**src/rtl/result_serializer_pkg.sv**
```systemverilog
// Shared constants and state encoding for the result serializer.
package result_serializer_pkg;

  // One compressor word: columns dst0..dst53 of a 27x27 cascade.
  localparam int unsigned WIDTH_DEFAULT = 54;

  // Bits needed to count columns 0..w-1. A minimum of one bit keeps
  // degenerate widths legal.
  function automatic int unsigned cnt_width(input int unsigned w);
    return (w > 1) ? $clog2(w) : 1;
  endfunction

  localparam int unsigned CNT_W_DEFAULT = cnt_width(WIDTH_DEFAULT);

  typedef enum logic {
    IDLE  = 1'b0,
    SHIFT = 1'b1
  } state_e;

endpackage

```
**src/rtl/result_bit_counter.sv**
```systemverilog
// Column counter for the serializer. Clear wins over increment. The
// terminal flag marks the last column of a word.
module result_bit_counter
  import result_serializer_pkg::*;
#(
  parameter int unsigned WIDTH = WIDTH_DEFAULT,
  parameter int unsigned CW    = cnt_width(WIDTH)
) (
  input  logic clk,
  input  logic rst,
  input  logic clr_i,
  input  logic inc_i,
  output logic tc_o
);

  logic [CW-1:0] cnt_q;
  logic [CW-1:0] cnt_d;

  // Next count. The increment is never requested at terminal count,
  // because the owner clears or leaves SHIFT there, so the count never wraps.
  always_comb begin
    cnt_d = cnt_q;
    if (clr_i) begin
      cnt_d = '0;
    end else if (inc_i) begin
      cnt_d = cnt_q + CW'(1);
    end
  end

  // Count register, cleared asynchronously.
  always_ff @(posedge clk or posedge rst) begin
    if (rst) begin
      cnt_q <= '0;
    end else begin
      cnt_q <= cnt_d;
    end
  end

  assign tc_o = (cnt_q == CW'(WIDTH - 1));

endmodule

```
**src/rtl/result_serializer.sv**
```systemverilog
// Parallel-to-serial converter for compressor results. It streams the
// result LSB first with a valid/ready handshake and a last-bit marker.
// It supports zero-gap back-to-back words.
module result_serializer
  import result_serializer_pkg::*;
#(
  parameter int unsigned WIDTH = WIDTH_DEFAULT
) (
  input  logic             clk,
  input  logic             rst,
  input  logic             load,
  input  logic [WIDTH-1:0] din,
  output logic             dout,
  output logic             dout_valid,
  input  logic             dout_ready,
  output logic             dout_last,
  output logic             busy
);

  state_e           state_q;
  state_e           state_d;
  logic [WIDTH-1:0] sreg_q;
  logic [WIDTH-1:0] sreg_d;
  logic             cnt_clr;
  logic             cnt_inc;
  logic             last_col;

  result_bit_counter #(
    .WIDTH (WIDTH)
  ) u_cnt (
    .clk   (clk),
    .rst   (rst),
    .clr_i (cnt_clr),
    .inc_i (cnt_inc),
    .tc_o  (last_col)
  );

  // Next-state and datapath control. Load is honoured only in IDLE, or
  // when it arrives together with the acceptance of the last column.
  always_comb begin
    state_d = state_q;
    sreg_d  = sreg_q;
    cnt_clr = 1'b0;
    cnt_inc = 1'b0;
    unique case (state_q)
      IDLE: begin
        if (load) begin
          sreg_d  = din;
          cnt_clr = 1'b1;
          state_d = SHIFT;
        end
      end
      SHIFT: begin
        if (dout_ready) begin
          if (last_col) begin
            cnt_clr = 1'b1;
            if (load) begin
              sreg_d = din;
            end else begin
              sreg_d  = '0;
              state_d = IDLE;
            end
          end else begin
            sreg_d  = sreg_q >> 1;
            cnt_inc = 1'b1;
          end
        end
      end
      default: begin
        state_d = IDLE;
      end
    endcase
  end

  // State and shift register. Reset discards any word in flight.
  always_ff @(posedge clk or posedge rst) begin
    if (rst) begin
      state_q <= IDLE;
      sreg_q  <= '0;
    end else begin
      state_q <= state_d;
      sreg_q  <= sreg_d;
    end
  end

  assign dout_valid = (state_q == SHIFT);
  assign busy       = (state_q == SHIFT);
  assign dout       = (state_q == SHIFT) & sreg_q[0];
  assign dout_last  = (state_q == SHIFT) & last_col;

endmodule

```
**config.mk**
```make
export PLATFORM = sky130hd
export DESIGN_NAME = result_serializer
export DESIGN_NICKNAME = d
export VERILOG_FILES = /design/src/rtl/result_serializer_pkg.sv /design/src/rtl/result_bit_counter.sv /design/src/rtl/result_serializer.sv
export SDC_FILE = /design/constraint.sdc
export NUM_CORES = 1
export LEC_CHECK = 0
export CAP_MARGIN = 0
export CORE_MARGIN = 4
export CORE_UTILIZATION = 40
export DETAILED_ROUTE_END_ITERATION = 8
export HOLD_SLACK_MARGIN = 0.02
export PLACE_DENSITY = 0.64
export SETUP_SLACK_MARGIN = 0.05
export SLEW_MARGIN = 30
export SYNTH_ARGS = -nofsm -noshare
export SYNTH_HDL_FRONTEND = slang
export SYNTH_SLANG_ARGS = --single-unit
export TNS_END_PERCENT = 10
```
**constraint.sdc**
```tcl
create_clock -name clk -period 2.3 [get_ports clk]
set_input_delay 0.575 -clock clk [delete_from_list [all_inputs] [get_ports clk]]
set_output_delay 0.575 -clock clk [all_outputs]
set_load 0.005 [all_outputs]
```
# Yosys cells after proc, flatten, opt, wreduce, memory -nomap -nowiden
# Index checks and enable logic that the tools add are counted.
[totals] reg_bits=61 wordCells=29
[op_classes] add_sub_neg=1 n_eq_ne=3 n_mux=17 bitwise_logic=3 reduce_logical=2
[op_table] op="54-bit 2-to-1 mux" n=4
[op_table] op="54-bit one-hot mux with 2 select lines" n=1
[op_table] op="6-bit 2-to-1 mux" n=2
[op_table] op="1-bit 2-to-1 mux" n=8
[op_table] op="6-bit by 1-bit adder with 6-bit output (second input constant)" n=1
[op_table] op="6-bit == test (second input constant)" n=1
[op_table] op="2-bit != test (second input constant)" n=2
[op_table] op="1-bit one-hot mux with 2 select lines" n=2
[op_table] op="1-bit AND" n=2
[op_table] op="2-bit AND reduction" n=1
[op_table] op="2-bit nonzero test" n=1
[op_table] op="1-bit inverter" n=1

# Longest topological paths before layout
# Gate-level depths: netlist of the first run.
[depth] depth_word=6 ltp_mapped=6 ltp_nobuf=5

# Hierarchy
# Synthesis of the first run repeated with hierarchy kept, for this count alone.
[unflattened] hier_cells=266 hier_area_um2=2877.8
[modules_own_cells] mod="result_serializer" n_inst=1 cells_per_inst=237 area_each_um2=2577.5 seq_area_each_um2=1376.3
[modules_own_cells] mod="result_bit_counter" n_inst=1 cells_per_inst=29 area_each_um2=300.3 seq_area_each_um2=150.1

# Least setup slack after synthesis of the first run
# Ideal clock, no wire load.
[synth_timing] path_type="flip-flop to output port" startpoint="register u_cnt.cnt_q[0]" endpoint="output port dout_last" t_arrival_ns=0.939 setup_slack_ns=0.786 stages_incl_launch_ff=4 n_path_buf=0 path_cell_list="dfrtp_1 > ha_1 > and2_1 > and3_1"
[synth_via] elab_chain_cells=2
[synth_rtl] item="from (decl)" line_no="result_bit_counter.sv:16" source="logic [CW-1:0] cnt_q;"
[synth_rtl] item="from (signal assigned)" line_no="result_bit_counter.sv:35" source="cnt_q <= cnt_d;"
[synth_rtl] item="6-bit == test" line_no="result_bit_counter.sv:39" source="assign tc_o = (cnt_q == CW'(WIDTH - 1));"
[synth_rtl] item="1-bit AND" line_no="result_serializer.sv:89" source="assign dout_last = (state_q == SHIFT) & last_col;"
[synth_rtl] item="to (decl)" line_no="result_serializer.sv:16" source="output logic dout_last,"
# Every way passes these cells.

# Final worst setup path of the first run
# Same ends and word-level chain as after synthesis.

==> results of run 1 <==
## power by group through the flow
stage	combinational [uW]	sequential (uW)	clock, uW
finish	597	1480	949
global route	669	1510	1020
CTS	607	1480	977
detailed placement	600	1490	0
global placement	587	1490	0
floorplan	401	1440	0
## worst paths after layout
check | to | cells past startpoint | slack, ps | start
setup reg to reg | sreg_q[39] | 6 | 730 | u_cnt.cnt_q[1]
setup / recovery | dout_last | 4 | 140 | u_cnt.cnt_q[0]
max in group asynchronous | u_cnt.cnt_q[1] | 3 | 1200 | rst
min in group asynchronous | sreg_q[30] | 2 | 530 | rst
hold reg to reg | sreg_q[14] | 1 | 500 | sreg_q[15]
hold / removal | sreg_q[14] | 1 | 500 | sreg_q[15]
## through the flow
stage	std cells	setup WS, ps	util, %	hold WS (ps)
3_3_place_gp	354	248	54.0	482
6_report	369	143	57.1	498
4_1_cts	369	119	57.1	502
2_1_floorplan	226	212	-	471
5_1_grt	369	75.6	57.1	514
3_5_place_dp	354	189	54.0	484
## cell type report
type / instances / area [um2]
clock buffers: 11 / 151
clock inverters: 4 / 47.5
fillers: 551 / 2790
inverters: 4 / 15.0
multi-input cells: 143 / 1140
flip-flops and latches: 61 / 1530
well taps: 77 / 96.3
repair buffers: 69 / 732
## cell usage in the layout (no fill, tap or decap)
cell type | netlist | routed
mux2_2 | 1 | 1
and2_1 | 54 | 53
nand3b_1 | 1 | 1
clkdlybuf4s50_1 | 0 | 60
nand2b_1 | 1 | 1
a221o_1 | 53 | 53
clkinv_2 | 0 | 2
bufinv_16 | 0 | 1
clkinvlp_4 | 0 | 1
clkbuf_8 | 0 | 11
buf_12 | 0 | 5
a21o_1 | 1 | 1
o211ai_1 | 1 | 1
and2_0 | 1 | 1
a21oi_4 | 0 | 1
ha_1 | 2 | 2
dfrtp_1 | 61 | 61
nand3_1 | 3 | 3
and3_1 | 1 | 1
inv_1 | 4 | 3
o21ai_0 | 4 | 4
o21ai_4 | 0 | 1
or4_1 | 1 | 1
nand4_1 | 1 | 1
a22o_1 | 1 | 1
buf_4 | 1 | 3
o31ai_1 | 2 | 2
inv_2 | 0 | 1
and2_4 | 0 | 1
or3_1 | 3 | 3
nand2_1 | 4 | 4
a21oi_1 | 4 | 4
and3b_1 | 1 | 1
dlygate4sd2_1 | 0 | 1
mux2i_4 | 0 | 1
## flip-flops by register name, summed over array words and instances (netlist names)
| name | flops |
|---|---|
| sreg_q | 54 |
| busy | 1 |
| u_cnt.cnt_q | 6 |
## repair_timing
item,CTS,global route
endpoints found under the setup margin,1,0
hold endpoints to repair,0,0
gates resized for setup,2,0
hold buffers,0,0
## metal layers
metal / track usage, % / vias to the layer above
met5: 0 / -
met4: 7.16 / 0
met3: 4.25 / 9
met2: 23.4 / 53
met1: 22.2 / 1000
li1: - / 984
## worst max-delay path: cells and delay by family, from the launching register on
family	cells	cell delay [ps]
simple gates	2	320
fa+ha+maj	1	240
flops	1	420
buf+inv	1	270
## logic make-up (layout without fill, tap and decap cells)
| family | count (synthesis) | in the layout | share of synthesized area, % |
|---|---|---|---|
| flip-flops | 61 | 61 | 55.7 |
| adder cells (fa/ha/maj) | 2 | 2 | 0.913 |
| AO/OA/AOI/OAI | 68 | 68 | 22.9 |
| buffers and inverters | 22 | 88 | 3.88 |
| AND/OR/NAND/NOR | 71 | 71 | 15.9 |
| multiplexers | 2 | 2 | 0.776 |
==> summary.md, run 1 <==
| Metric | Value |
|---|---|
| Warnings, synthesis | 0 |
| NumNets Final | 348 |
| Number of synthesized flops with an enable pin | 0 |
| CP Data Arrival Time | about 1600 ps |
| Largest fanout on the critical path | 4 |
| Initial DRC count | 63 |
| Post-Syn Area | 0.00274 mm2 |
| Layout cells sized above 1 | slightly below 10% |
| Max_cap viols | 0 |
| Post-CTS setup repair buffer count | 0 |
| Unrepaired setup endpoints after global routing | no |
| Tcrit/Tclk final | around 94% |
| Ant. Diodes | 0 |
| Commonest cells in the netlist | 61 x dfrtp_1, 54 x and2_1, 53 x a221o_1, 10 x buf_2, 6 x clkbuf_1 |
| Comb pwr share | approximately a fifth |
| Rows | 29 |
| Die X | between 90 and 100 um |
| CP Launch Type | register |
| Port buffer count | 61 |
| PD cells | 815 mW/mm2 |
| Worst hold path type | register to register |
| Int Power | approximately 2200 uW |
| Avg Cell Area, Syn | ~12 um2 |
| Antenna Nets Post-Route | 0 |
| Leakage power | about 0.0017 uW |
| CP peak stage delay | ~420 ps |
| WL/cell | about 17 um |
| Skew final | ~6.5 ps |
| Cts bufs inserted | 9 |
| Clk root buf | clkbuf_8 |
| Worst Setup Path Type | register to primary output |
| Bufs on Longest Clock Path | 2 |
| FF+latch count, synth | between 60 and 70 |
| Setup Viol. Count Final | 0 |
| Vias/cell | around 5.5 |
| Number of global-route vias before repair | between 2000 and 2500 |
| Sequential element share of the synthesized area | between 50% and 60% |
| Die H | 90.8 um |
| Clock group share of total power | approximately a third |
| CTS tree | built |
| Leading area contributor after synthesis | dfrtp_1 |
| Syn nets | 286 |
| Final Cell Area | 0.00371 mm2 |
| Tot Pwr | 3020 uW |
| Synth top area share | 55.7% |
| TritonCTS Sinks | 61 |
| Starting density of the core | a little over two fifths |
| Clk_lat worst skew | about 330 ps |
| Sequential Power Share | about half |
| Top cells by area, synth | dfrtp_1 56%, a221o_1 19%, and2_1 12%, buf_2 1.8%, ha_1 0.91% |
| Required @ worst endpoint | 1730 ps |
| Die Area | 0.00824 mm2 |
| CP Cell Sequence | ha_1 -> and2_4 -> and3_1 -> dlygate4sd2_1 |
| Core ar. | ~0.0065 mm2 |
| Ports | 62 |
| Met2 routed WL | between 2 and 3 mm |
| Gr usage total | about 16% |
| DRC Markers | 0 |
| Clock-pin slew on the worst setup and hold paths | ~70 ps |
| Largest net degree at the start of global routing | 48 |
| Antenna violations before repair | 0 |
| CP max-delay cell | dfrtp_1 |
| TritonRoute pass-1 iters | 4 |
| Met3 WL | 253 um |
| Status | finished, final reports clean |
| Final Max Tran Viols | 0 |
| Synth cell types | 29 |
| Routed Wire Length | 6.12 mm |
| Grt total ovfl | 0 |
| Ys async rst share | 100% |
| Final HPWL DP | a little under 4 mm |
| Crit path time final | about 2200 ps |
| DR top layer | met4 |
| Primary FF master, synth | dfrtp_1 |
| Wl on met1 | 3.01 mm |
| Routability Congestion | roughly 0.76 |
| Fin Setup TNS | 0 ps |
| Area delta synth->final | 35.2% |
| Placed instance area | about 0.0035 mm2 |
| Peak VDD IR | just under 400 uV |
| Cell count after synthesis | around 230 |
| CTS HTree Levels | 3 |
| Worst-Margin Slew | ~360 ps |
| Slew margin rel. | about three quarters |
| CP endpoint kind | primary output |
| Fmax | between 400 and 500 MHz |
| Sw Share | 25.6% |
| DR vias | about 2000 |
| Final Hold Fails | 0 |
| Top-count cell post-synth | dfrtp_1 |
| First-pass GRT wire length | approximately 10 mm |
| Net switching power | approximately 770 uW |
Note: power is estimated with default switching activity, not from simulation.
==> run 2, diff against run 1 <==
--- a/config.mk
+++ b/config.mk
@@ -5,12 +5,13 @@
 export SDC_FILE = /design/constraint.sdc
 export NUM_CORES = 1
 export LEC_CHECK = 0
-export CAP_MARGIN = 0
+export ABC_AREA = 1
 export CORE_MARGIN = 4
 export CORE_UTILIZATION = 40
+export CTS_BUF_LIST = sky130_fd_sc_hd__clkbuf_16
 export DETAILED_ROUTE_END_ITERATION = 8
 export HOLD_SLACK_MARGIN = 0.02
-export PLACE_DENSITY = 0.64
+export PLACE_DENSITY = 0.62
 export SETUP_SLACK_MARGIN = 0.05
 export SLEW_MARGIN = 30
 export SYNTH_ARGS = -nofsm -noshare
==> summary.md, run 2 <==
| Metric | Value |
|---|---|
| CTS HTree Levels | 3 (unchanged) |
| CTS tree | built |
| Commonest non-fill, non-tap cell in the layout | nor2_1 |
| Ports | 62 (unchanged) |
| TritonRoute pass-1 iters | 4 (unchanged) |
| CP Launch Point | u_cnt.cnt_q[1] |
| Status | finished, final reports clean |
| Final Max Tran Viols | 0 (unchanged) |
| Leakage power | 0.00193 uW (+15%) |
| Required @ worst endpoint | 1730 ps (about the same) |
| Worst R2R Setup Slack | 500 ps (-230 ps) |
| Largest net degree at the start of global routing | 62 (+29%) |
| R2r endpoint | sreg_q[22] |
| Peak VDD IR | 506 uV (+30%) |
| CP peak stage delay | 390 ps (-30 ps) |
| Crit-path leading delay family | flip-flops |
| Number of global-route vias before repair | 3049 (+45%) |
| Cell depth of the worst setup path | 5 (+1) |
| Skew final | 6.10 ps (-0.362 ps) |
| CP Data Arrival Time | 1460 ps (-120 ps) |
| Worst R2R Start | u_cnt.cnt_q[1] |
| Cts hold-fix bufs | 0 (unchanged) |
| Largest Register | sreg_q |
| Unrepaired setup endpoints after global routing | no |
| Synth cell types | 20 (-31%) |
| Tcrit/Tclk final | 88.6% (-5.2 points) |
| Crit path time final | 2040 ps (-120 ps) |
| PD cells | 1060 mW/mm2 (+29%) |
| Final HPWL DP | 5.01 mm (+26%) |
| Die Area | 0.00966 mm2 (+17%) |
| Routability Congestion | 0.796 (+4.1%) |
| Avg Cell Area, Syn | 6.95 um2 (-43%) |
| Ant. Diodes | 0 (unchanged) |
| Commonest cells in the netlist | 168 x nor2_1, 125 x nand2_1, 61 x dfrtp_1, 53 x a21oi_1, 11 x buf_2 |
| Core ar. | 0.00781 mm2 (+20%) |
| Fin Setup TNS | 0 ps (unchanged) |
| Max reg flops | 54 (unchanged) |
| Synth top area share | 46.8% (-8.9 points) |
| Sequential element share of the synthesized area | 46.8% (-8.9 points) |
| Antenna violations before repair | 0 (unchanged) |
| Top cells by area, synth | dfrtp_1 47%, nor2_1 19%, nand2_1 14%, a21oi_1 8.1%, buf_6 1.7% |
| CP Launch Type | register |
| Fillcell total | 753 (+37%) |
| Final core occ | 54.7% (-2.4 points) |
| Gr usage total | 17.3% (+1.3 points) |
| Leading area contributor after synthesis | dfrtp_1 |
| Routed Wire Length | 7.89 mm (+29%) |
| Ys async rst share | 100% (unchanged) |
| Clk root buf | clkbuf_16 |
| Die H | 98.3 um (+8.3%) |
| Top-count cell post-synth | nor2_1 |
| Clk_lat worst skew | 320 ps (about the same) |
| NumNets Final | 584 (+68%) |
| DR vias | 2997 (+46%) |
| Port buffer count | 61 (unchanged) |
| Rows | 32 (+10%) |
| Most frequent cells in the layout | 168 x nor2_1, 125 x nand2_1, 60 x clkdlybuf4s50_1, 60 x dfrtp_1, 53 x a21oi_1 |
| Grt total ovfl | 0 (unchanged) |
| Syn nets | 529 (+85%) |
| Final Hold Fails | 0 (unchanged) |
| WL/cell | 12.5 um (-25%) |
| Starting density of the core | 41.8% (-0.44 points) |
| Area delta synth->final | 31.0% |
| Critical path buffers and inverters | 2 (+1) |
| Number of synthesized flops with an enable pin | 0 (unchanged) |
| Worst Reg-to-Reg Cells | 8 (+2) |
| Antenna Nets Post-Route | 0 (unchanged) |
| Placed cell count | 615 (+74%) |
| Initial DRC count | 146 (+130%) |
| Bufs on Longest Clock Path | 2 (unchanged) |
| CP Cell Sequence | inv_1 -> ha_1 -> nand3_2 -> nor3_2 -> dlygate4sd2_1 |
| Fin cells | 631 (+71%) |
| Slew margin rel. | 65.7% (-11 points) |
| Max_cap viols | 0 (unchanged) |
| Setup Viol. Count Final | 0 (unchanged) |
| Warnings, synthesis | 0 (unchanged) |
| CP max-delay cell | dfrtp_1 |
| Worst Setup Path Type | register to primary output |
| Die X | 98.3 um (+8.3%) |
| Clock-pin slew on the worst setup and hold paths | 50 ps (-20 ps) |
| Layout cells sized above 1 | 7.37% (-2.6 points) |
| Worst hold path type | register to register |
| First-pass GRT wire length | 13.9 mm (+32%) |
| Vias/cell | 4.75 (-14%) |
| FF+latch count, synth | 61 (unchanged) |
| Primary FF master, synth | dfrtp_1 |
| Post-Syn Area | 0.00326 mm2 (+19%) |
| Crit path to | dout_last |
| Cell count after synthesis | 469 (+110%) |
| Cts bufs inserted | 9 (unchanged) |
| DRC Markers | 0 (unchanged) |
| TritonCTS Sinks | 61 (unchanged) |
| Fmax | 491 MHz (+5.9%) |
| CP endpoint kind | primary output |
| Largest fanout on the critical path | 3 (-1) |
| Worst-Margin Slew | 514 ps (+158 ps) |
-- run 2: cell count changes in the layout (fill, tap and decap cells not counted), sizes merged, moves of 8 or more --
| cell | delta |
|---|---|
| a221o | -53 |
| a21oi | +48 |
| and2 | -55 |
| nor2 | +169 |
| inv | +8 |
| nand2 | +124 |
-- run 2: how the worst min path moves through the flow --
stage / cells after the start / from / slack (ps) / to
after global placement: 2 / sreg_q[53] / 470 / sreg_q[53]
after global routing: 2 / sreg_q[33] / 530 / sreg_q[33]
after detailed placement: 2 / sreg_q[53] / 470 / sreg_q[53]
after CTS: 2 / sreg_q[53] / 480 / sreg_q[53]
after floorplan: 2 / sreg_q[53] / 450 / sreg_q[53]
final: 2 / sreg_q[53] / 480 / sreg_q[53]
-- run 2: cell type report --
class	instances	area [um2]	share of cell area (%)
multi-input cells	366	1510	35.4
repair buffers	73	737	17.3
clock buffers	9	225	5.27
clock inverters	7	90.1	2.11
flip-flops and latches	61	1530	35.8
inverters	13	50.0	1.17
well taps	102	128	2.99
-- run 2: metrics by stage --
| step | cell area [um2] | hold WS (ps) | setup slack (ps) | total power (uW) |
|---|---|---|---|---|
| floorplan | 3260 | 449 | 212 | 2750 |
| global placement | 3950 | 465 | 312 | 3050 |
| detailed placement | 3950 | 466 | 249 | 3110 |
| CTS | 4270 | 481 | 236 | 4560 |
| global route | 4270 | 534 | 174 | 4880 |
| finish | 4270 | 475 | 263 | 4510 |
-- run 2: timing repair --
action                                  in CTS  in global routing
buffers inserted                             0                  0
endpoints found under the setup margin       1                  0
gates resized for setup                      3                  0
hold endpoints to repair                     0                  0
-- run 2: cell families (layout without fill, tap and decap cells) --
group	Yosys count	in the layout	share of synthesized area, %
AO/OA/AOI/OAI	56	56	8.60
XOR/XNOR	2	2	0.537
AND/OR/NAND/NOR	306	306	36.0
flip-flops	61	61	46.8
adder cells (fa/ha/maj)	2	2	0.767
buffers and inverters	42	102	7.25
-- run 2: routing by layer --
layer / track usage (%) / wire length, um
met5: 0 / 0
met4: 5.25 / 73
met3: 5.71 / 429
met2: 28.0 / 3720
met1: 22.1 / 3670
-- run 2: where the power goes --
group | internal (uW) | leakage (uW) | switching [uW]
combinational | 616 | 0.00116 | 658
sequential | 1540 | 0.000618 | 277
clock | 941 | 0.000151 | 476
total | 3100 | 0.00193 | 1410
-- run 2: worst register-to-register path: stages, from the launching register on --
cell	delay [ps]
dfrtp_1	390
inv_1	90
ha_1	180
nand3_2	120
nor2_4	430
buf_12	240
nor2_1	70
nor2_1	100
a21oi_1	80
==> run 3, diff against run 2 <==
--- a/config.mk
+++ b/config.mk
@@ -9,9 +9,11 @@
 export CORE_MARGIN = 4
 export CORE_UTILIZATION = 40
 export CTS_BUF_LIST = sky130_fd_sc_hd__clkbuf_16
+export CTS_CLUSTER_SIZE = 16
 export DETAILED_ROUTE_END_ITERATION = 8
 export HOLD_SLACK_MARGIN = 0.02
 export PLACE_DENSITY = 0.62
+export RECOVER_POWER = 25
 export SETUP_SLACK_MARGIN = 0.05
 export SLEW_MARGIN = 30
 export SYNTH_ARGS = -nofsm -noshare
==> summary.md, run 3 (synthesized netlist as in run 2, its figures left out) <==
| Metric | Value |
|---|---|
| Int Power | 3100 uW (about the same) |
| Largest Register | sreg_q |
| Core ar. | 0.00781 mm2 (unchanged) |
| Net switching power | 1410 uW (about the same) |
| Wl on met1 | 3.67 mm (unchanged) |
| Antenna Nets Post-Route | 0 (unchanged) |
| PD cells | 1060 mW/mm2 (about the same) |
| Worst Setup Path Type | register to primary output |
| Skew final | 6.10 ps (unchanged) |
| Rows | 32 (unchanged) |
| Tcrit/Tclk final | 88.6% (about the same) |
| Final core occ | 54.7% (unchanged) |
| Crit path time final | 2040 ps (-0.220 ps) |
| Sequential Power Share | 40.3% (about the same) |
| Area delta synth->final | 31.0% (unchanged) |
| Commonest non-fill, non-tap cell in the layout | nor2_1 |
| Die Area | 0.00966 mm2 (unchanged) |
| Number of global-route vias before repair | 3049 (unchanged) |
| Die X | 98.3 um (unchanged) |
| CTS tree | built |
| Final HPWL DP | 5.01 mm (unchanged) |
| CP Launch Type | register |
| Starting density of the core | 41.8% (unchanged) |
| Clk root buf | clkbuf_16 |
| Cts bufs inserted | 9 (unchanged) |
| Max_cap viols | 0 (unchanged) |
| DR vias | 2997 (unchanged) |
| CP Data Arrival Time | 1460 ps (about the same) |
| First-pass GRT wire length | 13.9 mm (unchanged) |
| Max reg flops | 54 (unchanged) |
| TritonRoute pass-1 iters | 4 (unchanged) |
| Final Hold Fails | 0 (unchanged) |
| Die H | 98.3 um (unchanged) |
| Fmax | 491 MHz (about the same) |
| Met2 routed WL | 3.72 mm (unchanged) |
| Final Max Tran Viols | 0 (unchanged) |
| Comb pwr share | 28.3% (about the same) |
| Clock-pin slew on the worst setup and hold paths | 50 ps (about the same) |
| Fin Setup TNS | 0 ps (unchanged) |
| Sw Share | 31.3% (about the same) |
| Antenna violations before repair | 0 (unchanged) |
| DR top layer | met4 |
| Ant. Diodes | 0 (unchanged) |
| Met3 WL | 429 um (unchanged) |
| NumNets Final | 584 (unchanged) |
| Most frequent cells in the layout | 168 x nor2_1, 125 x nand2_1, 60 x dfrtp_1 |
| Gr usage total | 17.3% (unchanged) |
| Clk_lat worst skew | 320 ps (about the same) |
| Largest net degree at the start of global routing | 62 (unchanged) |
| Required @ worst endpoint | 1730 ps (about the same) |
| CP endpoint kind | primary output |
| Setup Viol. Count Final | 0 (unchanged) |
| Layout cells sized above 1 | 7.18% (-0.19 points) |
| Port buffer count | 61 (unchanged) |
| Post-CTS setup repair buffer count | 0 (unchanged) |
| DRC Markers | 0 (unchanged) |
| Cts hold-fix bufs | 0 (unchanged) |
| Worst hold path type | register to register |
| CTS HTree Levels | 3 (unchanged) |
| Leakage power | 0.00193 uW (about the same) |
| Vias/cell | 4.75 (unchanged) |
| Routed Wire Length | 7.89 mm (about the same) |
| Status | finished, final reports clean |
| Routability Congestion | 0.796 (unchanged) |
| Initial DRC count | 146 (unchanged) |
| Clock group share of total power | 31.4% (about the same) |
| Worst-Margin Slew | 514 ps (unchanged) |
| WL/cell | 12.5 um (about the same) |
| Largest fanout on the critical path | 3 (unchanged) |
| Unrepaired setup endpoints after global routing | no |
| Ports | 62 (unchanged) |
| Bufs on Longest Clock Path | 2 (unchanged) |
| Grt total ovfl | 0 (unchanged) |
| Slew margin rel. | 65.7% (unchanged) |
| Peak VDD IR | 506 uV (about the same) |
| TritonCTS Sinks | 61 (unchanged) |
run 3: changes by cell type in the layout (fill, tap and decap cells not counted):
cell             delta
clkdlybuf4s50_1     -1
dlygate4sd3_1       +1
inv_1               +1
inv_2               -1
run 3: final timing paths:
path | slack, ps | start | to | depth (start not counted)
max | 260 | u_cnt.cnt_q[1] | dout_last | 5
min | 480 | sreg_q[53] | sreg_q[53] | 2
max reg2reg | 500 | u_cnt.cnt_q[1] | sreg_q[22] | 8
min reg2reg | 480 | sreg_q[53] | sreg_q[53] | 2
max in group asynchronous | 1210 | rst | busy | 3
min in group asynchronous | 790 | rst | sreg_q[34] | 3
run 3: power groups by stage:
| stage | sequential (uW) | clock [uW] | combinational, uW |
|---|---|---|---|
| after CTS | 1820 | 1440 | 1290 |
| final | 1820 | 1420 | 1270 |
| after detailed placement | 1830 | 0 | 1280 |
| after global routing | 1880 | 1490 | 1510 |
| after global placement | 1810 | 0 | 1240 |
| after floorplan | 1760 | 0 | 992 |
run 3: stage by stage:
stage | power, uW | instance area [um2] | setup WS (ps) | hold slack (ps) | std cells
after global routing | 4880 | 4270 | 174 | 534 | 631
after global placement | 3050 | 3950 | 312 | 465 | 615
final | 4510 | 4270 | 263 | 475 | 631
after floorplan | 2750 | 3260 | 212 | 449 | 469
after CTS | 4560 | 4270 | 236 | 481 | 631
after detailed placement | 3110 | 3950 | 249 | 466 | 615
run 3: per-layer routing:
layer,vias to the layer above,GRT usage (%)
met2,66,28.0
met3,6,5.71
met4,0,5.25
met1,1374,22.1
li1,1551,-
met5,-,0
run 3: what timing repair did:
item                                    in CTS  in global routing
gates resized for setup                      3                  0
endpoints found under the setup margin       1                  0
hold endpoints to repair                     0                  0
run 3: layout make-up:
| type | instances | area, um2 |
|---|---|---|
| repair buffers | 73 | 737 |
| clock inverters | 7 | 90.1 |
| clock buffers | 9 | 225 |
| flip-flops and latches | 61 | 1530 |
| fillers | 753 | 3540 |
| multi-input cells | 366 | 1510 |
| inverters | 13 | 50.0 |
| well taps | 102 | 128 |
run 3: worst max-delay path, stage by stage, from the launching register on:
cell and delay (ps):
dfrtp_1 390, inv_1 90, ha_1 180, nand3_2 120, nor3_2 120, dlygate4sd2_1 250
